===== src/rtl/lcd_dma_fifo_p_if.sv =====
`default_nettype none
// ============================================================================
// Module      : lcd_dma_fifo_p_if
// Description : Bus bundle for the LCD DMA pixel FIFO. It carries the DMA write
//               strobe and data, the serializer read strobe and registered
//               read data, and the burst request/acknowledge handshake.
//               master : DMA/serializer side (drives push, data_in, pull,
//                        dma_ack; observes data_out, rd_valid, dma_req)
//               slave  : FIFO side (the mirror image)
// Revision    : 1.0 - initial release
// ============================================================================
interface lcd_dma_fifo_p_if #(
    parameter int DATA_W = 32
);
    logic              push;
    logic [DATA_W-1:0] data_in;
    logic              pull;
    logic [DATA_W-1:0] data_out;
    logic              rd_valid;
    logic              dma_req;
    logic              dma_ack;

    modport master (
        output push, data_in, pull, dma_ack,
        input  data_out, rd_valid, dma_req
    );

    modport slave (
        input  push, data_in, pull, dma_ack,
        output data_out, rd_valid, dma_req
    );
endinterface
`default_nettype wire


===== src/rtl/lcd_dma_fifo_p.sv =====
`default_nettype none
// ============================================================================
// Module      : lcd_dma_fifo_p
// Description : Parametrised DMA-side pixel FIFO for the LCD controller.
//               Register-array storage, registered read port with a one-cycle
//               valid strobe, burst-refill request FSM and a synchronous
//               per-frame flush.
// Ports       : clk, rst (async assert, active-low)
//               bus        lcd_dma_fifo_p_if.slave (push/data_in, pull/
//                          data_out/rd_valid, dma_req/dma_ack)
//               i_flush    frame-pulse flush (highest priority)
//               i_req_en   enables refill requests
//               i_err_clr  clears sticky error flags
//               o_full, o_empty, o_level, o_space   occupancy status
//               o_ovf, o_udf                        sticky error flags
// Options     : LCD_FIFO_ERR_EN - when defined, builds the sticky overflow /
//               underflow flags; otherwise they are tied low.
// Revision    : 1.0 - initial release
// ============================================================================
module lcd_dma_fifo_p #(
    parameter int DATA_W = 32,
    parameter int DEPTH  = 32,
    parameter int BURST  = 8
) (
    input  logic                   clk,
    input  logic                   rst,
    lcd_dma_fifo_p_if.slave        bus,
    input  logic                   i_flush,
    input  logic                   i_req_en,
    input  logic                   i_err_clr,
    output logic                   o_full,
    output logic                   o_empty,
    output logic [$clog2(DEPTH):0] o_level,
    output logic [$clog2(DEPTH):0] o_space,
    output logic                   o_ovf,
    output logic                   o_udf
);

    localparam int          AW        = $clog2(DEPTH);
    localparam logic [AW:0] c_DEPTH   = (AW+1)'(DEPTH);
    localparam logic [AW:0] c_BURST   = (AW+1)'(BURST);
    localparam logic [AW:0] c_LVL_ONE = (AW+1)'(1);
    localparam logic [AW-1:0] c_PTR_ONE = AW'(1);

    typedef enum logic [1:0] {
        S_IDLE = 2'd0,
        S_REQ  = 2'd1,
        S_FILL = 2'd2
    } state_t;

    state_t            r_state;
    state_t            w_state_nxt;
    logic [AW:0]       r_beat_cnt;
    logic [AW:0]       w_beat_nxt;
    logic              r_dma_req;

    logic [DATA_W-1:0] r_mem [DEPTH];
    logic [AW-1:0]     r_wr_ptr;
    logic [AW-1:0]     r_rd_ptr;
    logic [AW:0]       r_level;
    logic [DATA_W-1:0] r_data_out;
    logic              r_rd_valid;

    logic              w_full;
    logic              w_empty;
    logic [AW:0]       w_space;
    logic              w_pull_acc;
    logic              w_push_acc;

    assign w_full  = (r_level == c_DEPTH);
    assign w_empty = (r_level == '0);
    assign w_space = c_DEPTH - r_level;

    // A pull frees a slot in the same cycle, so a full FIFO still takes a
    // push when a pull is accepted alongside it. Flush masks both strobes.
    assign w_pull_acc = bus.pull && !w_empty && !i_flush;
    assign w_push_acc = bus.push && (!w_full || w_pull_acc) && !i_flush;

    assign o_full       = w_full;
    assign o_empty      = w_empty;
    assign o_level      = r_level;
    assign o_space      = w_space;
    assign bus.data_out = r_data_out;
    assign bus.rd_valid = r_rd_valid;
    assign bus.dma_req  = r_dma_req;

    // Storage is not reset and not flushed; only pointers define contents.
    always_ff @(posedge clk) begin
        if (w_push_acc) begin
            r_mem[r_wr_ptr] <= bus.data_in;
        end
    end

    always_ff @(posedge clk or negedge rst) begin
        if (!rst) begin
            r_wr_ptr   <= '0;
            r_rd_ptr   <= '0;
            r_level    <= '0;
            r_data_out <= '0;
            r_rd_valid <= 1'b0;
        end else if (i_flush) begin
            r_wr_ptr   <= '0;
            r_rd_ptr   <= '0;
            r_level    <= '0;
            r_rd_valid <= 1'b0;
        end else begin
            r_rd_valid <= w_pull_acc;
            if (w_push_acc) begin
                r_wr_ptr <= r_wr_ptr + c_PTR_ONE;
            end
            if (w_pull_acc) begin
                r_rd_ptr   <= r_rd_ptr + c_PTR_ONE;
                r_data_out <= r_mem[r_rd_ptr];
            end
            case ({w_push_acc, w_pull_acc})
                2'b10:   r_level <= r_level + c_LVL_ONE;
                2'b01:   r_level <= r_level - c_LVL_ONE;
                default: r_level <= r_level;
            endcase
        end
    end

    // Refill FSM: state register. dma_req is registered from the next state
    // so it is high exactly while the FSM sits in REQ.
    always_ff @(posedge clk or negedge rst) begin
        if (!rst) begin
            r_state    <= S_IDLE;
            r_beat_cnt <= '0;
            r_dma_req  <= 1'b0;
        end else begin
            r_state    <= w_state_nxt;
            r_beat_cnt <= w_beat_nxt;
            r_dma_req  <= (w_state_nxt == S_REQ);
        end
    end

    always_comb begin
        w_state_nxt = r_state;
        w_beat_nxt  = r_beat_cnt;
        if (i_flush) begin
            w_state_nxt = S_IDLE;
        end else begin
            case (r_state)
                S_IDLE: begin
                    if (i_req_en && (w_space >= c_BURST)) begin
                        w_state_nxt = S_REQ;
                    end
                end
                S_REQ: begin
                    if (bus.dma_ack) begin
                        w_beat_nxt  = c_BURST;
                        w_state_nxt = S_FILL;
                    end else if (!i_req_en) begin
                        w_state_nxt = S_IDLE;
                    end
                end
                S_FILL: begin
                    if (w_push_acc) begin
                        w_beat_nxt = r_beat_cnt - c_LVL_ONE;
                        if (r_beat_cnt == c_LVL_ONE) begin
                            w_state_nxt = S_IDLE;
                        end
                    end
                end
                default: w_state_nxt = S_IDLE;
            endcase
        end
    end

`ifdef LCD_FIFO_ERR_EN
    logic r_ovf;
    logic r_udf;
    logic w_ovf_set;
    logic w_udf_set;

    assign w_ovf_set = bus.push && w_full && !w_pull_acc && !i_flush;
    assign w_udf_set = bus.pull && w_empty && !i_flush;

    // Set has priority over clear so a coincident event is never lost.
    always_ff @(posedge clk or negedge rst) begin
        if (!rst) begin
            r_ovf <= 1'b0;
            r_udf <= 1'b0;
        end else begin
            if (w_ovf_set) begin
                r_ovf <= 1'b1;
            end else if (i_err_clr) begin
                r_ovf <= 1'b0;
            end
            if (w_udf_set) begin
                r_udf <= 1'b1;
            end else if (i_err_clr) begin
                r_udf <= 1'b0;
            end
        end
    end

    assign o_ovf = r_ovf;
    assign o_udf = r_udf;
`else
    logic w_unused_err_clr;
    assign w_unused_err_clr = i_err_clr;
    assign o_ovf = 1'b0;
    assign o_udf = 1'b0;
`endif

endmodule
`default_nettype wire


===== src/flat_wrapper.sv =====
// flat-port wrapper written by rule: the top's interface ports become plain ports
module lcd_dma_fifo_p_flat 
#(
    parameter int DATA_W = 32,
    parameter int DEPTH  = 32,
    parameter int BURST  = 8
)
  (clk, rst, i_flush, i_req_en, i_err_clr, o_full, o_empty, o_level, o_space, o_ovf, o_udf, bus_push, bus_data_in, bus_pull, bus_dma_ack, bus_data_out, bus_rd_valid, bus_dma_req);
  lcd_dma_fifo_p_if #(.DATA_W(DATA_W)) bus_i ();
  input  logic clk;
  input  logic rst;
  input  logic i_flush;
  input  logic i_req_en;
  input  logic i_err_clr;
  output logic o_full;
  output logic o_empty;
  output logic [$clog2(DEPTH):0] o_level;
  output logic [$clog2(DEPTH):0] o_space;
  output logic o_ovf;
  output logic o_udf;
  input wire logic [$bits(bus_i.push)-1:0] bus_push;
  input wire logic [$bits(bus_i.data_in)-1:0] bus_data_in;
  input wire logic [$bits(bus_i.pull)-1:0] bus_pull;
  input wire logic [$bits(bus_i.dma_ack)-1:0] bus_dma_ack;
  output wire logic [$bits(bus_i.data_out)-1:0] bus_data_out;
  output wire logic [$bits(bus_i.rd_valid)-1:0] bus_rd_valid;
  output wire logic [$bits(bus_i.dma_req)-1:0] bus_dma_req;
  assign bus_i.push = bus_push;
  assign bus_i.data_in = bus_data_in;
  assign bus_i.pull = bus_pull;
  assign bus_i.dma_ack = bus_dma_ack;
  assign bus_data_out = bus_i.data_out;
  assign bus_rd_valid = bus_i.rd_valid;
  assign bus_dma_req = bus_i.dma_req;
  lcd_dma_fifo_p #(.DATA_W(DATA_W), .DEPTH(DEPTH), .BURST(BURST)) u_core (.clk(clk), .rst(rst), .bus(bus_i), .i_flush(i_flush), .i_req_en(i_req_en), .i_err_clr(i_err_clr), .o_full(o_full), .o_empty(o_empty), .o_level(o_level), .o_space(o_space), .o_ovf(o_ovf), .o_udf(o_udf));
endmodule

===== config.mk =====
export PLATFORM = sky130hd
export DESIGN_NAME = lcd_dma_fifo_p_flat
export DESIGN_NICKNAME = d
export VERILOG_FILES = /design/src/rtl/lcd_dma_fifo_p_if.sv /design/src/rtl/lcd_dma_fifo_p.sv /design/src/flat_wrapper.sv
export SDC_FILE = /design/constraint.sdc
export NUM_CORES = 1
export LEC_CHECK = 0
export BUFFER_PORTS_ARGS = -buffer_cell sky130_fd_sc_hd__buf_2
export CORE_UTILIZATION = 23
export DETAILED_ROUTE_END_ITERATION = 16
export GPL_ROUTABILITY_DRIVEN = 0
export RECOVER_POWER = 50
export SLEW_MARGIN = 20
export SYNTH_ARGS = -nofsm -noshare
export SYNTH_HDL_FRONTEND = slang
export SYNTH_SLANG_ARGS = --single-unit

===== constraint.sdc =====
create_clock -name clk -period 4.3 [get_ports clk]
set_input_delay 0.645 -clock clk [delete_from_list [all_inputs] [get_ports clk]]
set_output_delay 0.645 -clock clk [all_outputs]
set_load 0.05 [all_outputs]

Yosys cells after proc, flatten, opt, wreduce, memory -nomap -nowiden
Memory sizes are Yosys's and may differ from the RTL's. A register that Yosys moved wholly into a read port is not among the register bits.
Cells that the tools add are included.
- register bits after elaboration: 26
- memory bits (writable): 1024
- input bits: 40
- output and inout port bits: 50
- word-level logic and storage cells: 62
- memories: 1
- add/subtract/negate cells: 6
- $lt $le $gt $ge: 1
- eq/ne operators: 9
- mux-type cells: 19
- bitwise operators: 1
- reduce and logical (&&, ||, !) cells: 18
- memory list (name ; depth ; width ; read ports ; clocked after memory_dff ; wr ports ; RTL line ; RTL):
    u_core.r_mem ; 32 ; 32 ; 1 ; 1 ; 1 ; lcd_dma_fifo_p.sv:57 ; logic [DATA_W-1:0] r_mem [DEPTH];
- operators with widths (operator ; count):
    case mux 6 bit (2 select lines) ; 2
    two-way mux 5 bit ; 4
    two-way mux 6 bit ; 3
    two-way mux 2 bit ; 6
    subtractor 6 x 1 -> 6 bit (second input constant) ; 2
    adder 5 x 1 -> 5 bit (second input constant) ; 2
    adder 6 x 1 -> 6 bit (second input constant) ; 1
    equality test 2 x 1 -> 1 bit (second input constant) ; 3
    equality test 6 x 1 -> 1 bit (second input constant) ; 1
    equality test 6 bit (second input constant) ; 1
    >= comparator 6 x 4 -> 1 bit (second input constant) ; 1
    zero test 6 bit ; 1
    case mux 2 bit (3 select lines) ; 1
    nonzero test 2 bit ; 3
    subtractor 6 bit (first input constant) ; 1
    logical AND 1 bit ; 5
    equality test 2 bit (second input constant) ; 2
    zero test 1 bit ; 4
    AND reduction 4 bit ; 1
    two-way mux 1 bit ; 3
    nonzero test 3 bit ; 1
    zero test 2 bit ; 1
    != test 2 x 1 -> 1 bit (second input constant) ; 1
    != test 2 bit (second input constant) ; 1
    other kinds (3) ; 3

Logic depth before layout (Yosys ltp)
- word-level depth: 11
- mapped depth: 13
- depth with buffers taken out: 10

Worst setup path before layout
No wires, ideal clock.
- path kind: flip-flop to flip-flop
- start: reg u_core.r_level[0] (netlist: u_core.o_level[0])
- end: mem u_core.r_mem[31][0] (enable)
- setup time: 421 ps
- arrival time: 3142 ps
- data required time: 3879 ps
- slack: 737 ps
- cell stages (with the launch flop): 7
- path buffers: 0
- clock period less this slack: 3563 ps
- path through: dfrtp_1 inv_1 ha_1 nor4b_4 a21oi_1 nand2_1 nor2_1
- word-level cells in the longest chain between the ends: 9
- elaborated cells between the ends (all ways): 11
- classes of those cells: 1 x eq/ne; 2 x mux; 8 x reduce/logical
- RTL lines (element ; RTL line ; RTL):
    from (decl) ; lcd_dma_fifo_p.sv:60 ; logic [AW:0] r_level;
    from (signal assigned) ; lcd_dma_fifo_p.sv:116 ; 2'b10: r_level <= r_level + c_LVL_ONE;
    from (signal assigned) ; lcd_dma_fifo_p.sv:117 ; 2'b01: r_level <= r_level - c_LVL_ONE;
    from (signal assigned) ; lcd_dma_fifo_p.sv:118 ; default: r_level <= r_level;
    zero test 6 bit ; lcd_dma_fifo_p.sv:71 ; assign w_empty = (r_level == '0);
    zero test 1 bit ; lcd_dma_fifo_p.sv:76 ; assign w_pull_acc = bus.pull && !w_empty && !i_flush;
    logical AND 1 bit (2 in series) ; lcd_dma_fifo_p.sv:76 ;
    logical OR 1 bit (*) ; lcd_dma_fifo_p.sv:77 ; assign w_push_acc = bus.push && (!w_full || w_pull_acc) && !i_flush;
    logical AND 1 bit (*) (2 in series) ; lcd_dma_fifo_p.sv:77 ;
    two-way mux 1 bit (*) ; lcd_dma_fifo_p.sv:89 ; if (w_push_acc) begin
    two-way mux 1 bit (implied by the code) (*) ; lcd_dma_fifo_p.sv:90 ; r_mem[r_wr_ptr] <= bus.data_in;
    to (decl) ; lcd_dma_fifo_p.sv:57 ;
Every way passes the cells marked *; elsewhere a longest branch is shown, timed or not.

Worst setup path after layout
- start: reg u_core.r_level[0] (netlist: u_core.o_level[0])
- end: mem u_core.r_mem[31][5] (enable)
Same word-level chain as after synthesis.

==> results.tsv <==
stage	metric	value	unit
sta	Slew HR	-4.12	%
power_and_ir_drop	PD cells	546	nW/um2
clock_network	# clock sinks	1082	
layout	layout cells sized above 1	17.5	%
sta	minimum clock period	3.33	ns
critical_path	reg-to-reg startpoint	u_core.o_level[0]$_DFFE_PN0P_	
logic_synthesis	top_reg_cell synth	edfxtp_1	
logic_synthesis	Seq/Total Area, Yosys	76.5	%
layout	Non-Filler Instances	4802	
critical_path	Slowest cell on crit path	nor2_4	
clock_network	TritonCTS buffer count	107	
clock_network	H-tree lvl count	3	
logic_synthesis	count of different cell masters after synthesis	64	
grt	gr usage total	11.4	%
sta	count of final setup violators	0	
routing	via count	21200	
die	Initial Util	23.2	%
die	Top-Level Pins	90	
layout	Final nets	2394	
job	max_cap viols	1	
layout	fin util	27.3	%
critical_path	crit path launch	u_core.o_level[0]$_DFFE_PN0P_	
layout	area of the multi-input gates	9390	um2
clock_network	clock-pin slew on the worst setup and hold paths	0.06	ns
logic_synthesis	Avg Inst Size Synth	19.3	um2
sta	setup TNS	0	ns
critical_path	crit-path max FO	19	
clock_network	post_cts resized	0	
routing	vias per cell	4.41	
sta	RSZ-0062 raised after global routing	no	
critical_path	max incr delay on CP	0.72	ns
routing	DR WL/cell	22.5	um
critical_path	Worst Setup End Kind	flip-flop	
clock_network	worst skew pair latency	0.70	ns
sta	hold slack	-0.000893	ns
die	Die ar.	185000	um2
place	# placed instances	4601	
routing	drt initial violations	1969	
critical_path	CP Launch Type	flip-flop	
power_and_ir_drop	combinational power share	20.8	%
power_and_ir_drop	Peak VDD IR	0.391	mV
logic_synthesis	synthesized area	42100	um2
die	Die Span X	430	um
critical_path	CP Class	reg2reg	
sta	fin crit share	77.4	%
die	Core Area	181000	um2
power_and_ir_drop	switch share	28.8	%
power_and_ir_drop	Int Pwr	19200	uW
layout	register area	32200	um2
logic_synthesis	Ys Warns	0	
routing	DRT Pass-1 Iters	5	
sta	count of pins over their slew limit	33	
critical_path	R2R Setup Slk	0.97	ns
logic_synthesis	Synth async-reset ratio	5.36	%
logic_synthesis	Post-Syn Instances	2185	
clock_network	hold buffer count at cts	0	
sta	Final Hold Viols	1	
die	FP Rows	156	
clock_network	clk root buf	clkbuf_16	
clock_network	postcts setup bufs	0	
place	Port Buffer Count	86	
die	chip height	430	um
sta	Tightest Pin Transition	1.56	ns
power_and_ir_drop	Clk network pwr share	34.1	%
critical_path	critical path, cell by cell	inv_1, ha_1, nor4b_4, a21oi_1, nand2_1, nor2_4, buf_12	
sta	fmax	301	MHz
grt	total grt overflow	0	
clock_network	clk buf depth	3	
routing	antenna-violating nets left	0	
run_status	status	finished with violations	
power_and_ir_drop	Design Power	27000	uW
sta	Layout Skew	0.0355	ns
power_and_ir_drop	Lkg Pwr	0.0151	uW
layout	area grow syn2layout	17.4	%
logic_synthesis	Seq cells post-synth	1082	
power_and_ir_drop	sequential share of power	45.1	%
run_status	failing checks	negative hold slack, max-capacitance violations, max-slew violations	
grt	largest net degree at the start of global routing	59	
place	Final HPWL DP	62300	um
routing	WL final	108000	um
min_path	HP Class	in2async	
layout	number of fill cells in the layout	17900	
critical_path	CP bufs+invs	2	
grt	vias in the first global route	21200	
critical_path	worst path arrival time	3.71	ns
critical_path	worst endpoint required time	4.68	ns
logic_synthesis	number of synthesized flops with an enable pin	1024	
routing	# DRC	0	
grt	initial antenna violation count	9	
power_and_ir_drop	switching pwr	7770	uW
critical_path	delay-heaviest family, CP	simple AND/OR/NAND/NOR gates	
grt	first-pass GRT wire length	152000	um
clock_network	CTS tree	yes	
==> area by class of cell <==
type,instances,share of cell area [%]
Tap cell,2370,6.00
Antenna cell,2,0.0101
Multi-Input combinational cell,965,19.0
Clock buffer,135,5.81
Clock inverter,64,1.26
Inverter,11,0.0835
Sequential cell,1082,65.2
Timing Repair Buffer,173,2.66
==> layout by cell type (no fill, tap or decap), types with 4 or more instances in the layout <==
cell type / count
clkinvlp_4: 4
o211ai_1: 26
a22oi_1: 176
o41ai_2: 10
xor2_1: 4
nor2_4: 32
buf_12: 23
o21ai_0: 8
nand3_1: 10
buf_4: 64
dfrtp_1: 55
clkinv_2: 14
clkbuf_1: 69
clkbuf_8: 9
or3b_2: 4
edfxtp_1: 1024
a21oi_1: 4
nor2_1: 43
xnor2_1: 10
o41ai_1: 21
a211oi_1: 4
nand3b_1: 6
o22ai_1: 15
clkbuf_16: 107
mux2i_1: 353
buf_2: 35
ha_1: 13
nand2_1: 45
nor4b_4: 4
clkinv_1: 28
a31o_2: 4
mux4_2: 81
or3_1: 5
inv_1: 11
bufinv_16: 8
nand4_1: 32
==> Yosys cell counts, types with 3 or more instances <==
library cell,count,area share (%)
nor4bb_1,4,0.095
nand4_1,32,0.48
edfxtp_1,1024,73
buf_4,26,0.46
clkbuf_1,45,0.40
a211oi_1,4,0.071
xor2_1,4,0.083
a21oi_1,4,0.048
a22oi_1,176,3.1
buf_6,17,0.45
o211ai_1,26,0.46
dfrtp_1,58,3.4
buf_2,34,0.40
mux2i_1,353,8.4
or4_1,3,0.053
xnor2_1,10,0.21
and4b_1,3,0.071
nand3b_1,6,0.11
o41ai_2,10,0.39
ha_1,13,0.39
or3b_2,4,0.083
or2_2,3,0.045
o41ai_1,21,0.44
o21ai_0,8,0.095
a31o_2,4,0.083
nand2b_1,3,0.045
nor3_1,3,0.036
nand3_1,10,0.12
mux4_2,81,4.3
nor2_1,75,0.67
buf_12,3,0.14
inv_1,11,0.098
nand2_1,45,0.40
or3_1,5,0.074
o22ai_1,15,0.22
==> through the flow <==
step,instance area [um2],setup slack (ns)
global placement,46000,0.921
floorplan,42100,0.737
detailed placement,46000,0.887
global route,49400,0.833
CTS,49500,0.924
finish,49400,0.972
==> routing by layer <==
layer | track usage, % | up-vias | part of all wire, %
met5 | 0 | - | 0.010
met4 | 3.96 | 2 | 2.8
met3 | 1.53 | 144 | 4.8
met2 | 19.6 | 585 | 50
met1 | 14.6 | 11200 | 42
li1 | - | 9272 | -
==> worst paths after layout <==
kind	endpoint	cells past startpoint
max in group asynchronous	u_core.r_rd_ptr[0]$_DFFE_PN0P_	1
min reg2reg	u_core.bus.data_out[19]$_DFFE_PN0P_	2
max reg2reg	u_core.r_mem[31][5]$_DFFE_PP_	7
min in group clk	u_core.r_beat_cnt[2]$_DFFE_PN0P_	4
max	u_core.r_mem[31][5]$_DFFE_PP_	7
min	u_core.o_level[0]$_DFFE_PN0P_	1
==> flip-flops by register name (all words and copies together), names as in the netlist <==
register / count
u_core.bus.rd_valid: 1
u_core.r_mem: 1024
u_core.r_state: 2
u_core.r_rd_ptr: 5
u_core.r_beat_cnt: 6
u_core.bus.data_out: 32
u_core.bus.dma_req: 1
u_core.r_wr_ptr: 5
u_core.o_level: 6
==> cells by family (layout without fill, tap and decap cells) <==
| logic type | Yosys count | after routing | synth area share [%] |
|---|---|---|---|
| xor gates and xnor gates | 14 | 14 | 0.291 |
| buffers and inverters | 139 | 383 | 2.04 |
| other | 1 | 4 | 0.00890 |
| and+or+nand+nor | 214 | 214 | 2.69 |
| DFF | 1082 | 1082 | 76.5 |
| AOI/OAI and AO/OA | 284 | 284 | 5.28 |
| adders and majority gates | 14 | 14 | 0.434 |
| muxes | 437 | 437 | 12.8 |
==> power by group through the flow <==
stage,logic (uW),registers (uW),clock network [uW]
6_report,5600,12200,9220
5_1_grt,5960,12200,9800
4_1_cts,5740,12200,9390
2_1_floorplan,3860,12700,0
3_3_place_gp,5680,12400,0
3_5_place_dp,5730,12400,0
==> worst register-to-register path, stage by stage, from the launching register on <==
cell,delay (ns)
dfrtp_1,0.50
inv_1,0.11
ha_1,0.26
nor4b_4,0.18
a21oi_1,0.34
nand2_1,0.56
nor2_4,0.73
buf_12,0.32
Power figures use the tool's default switching activity.
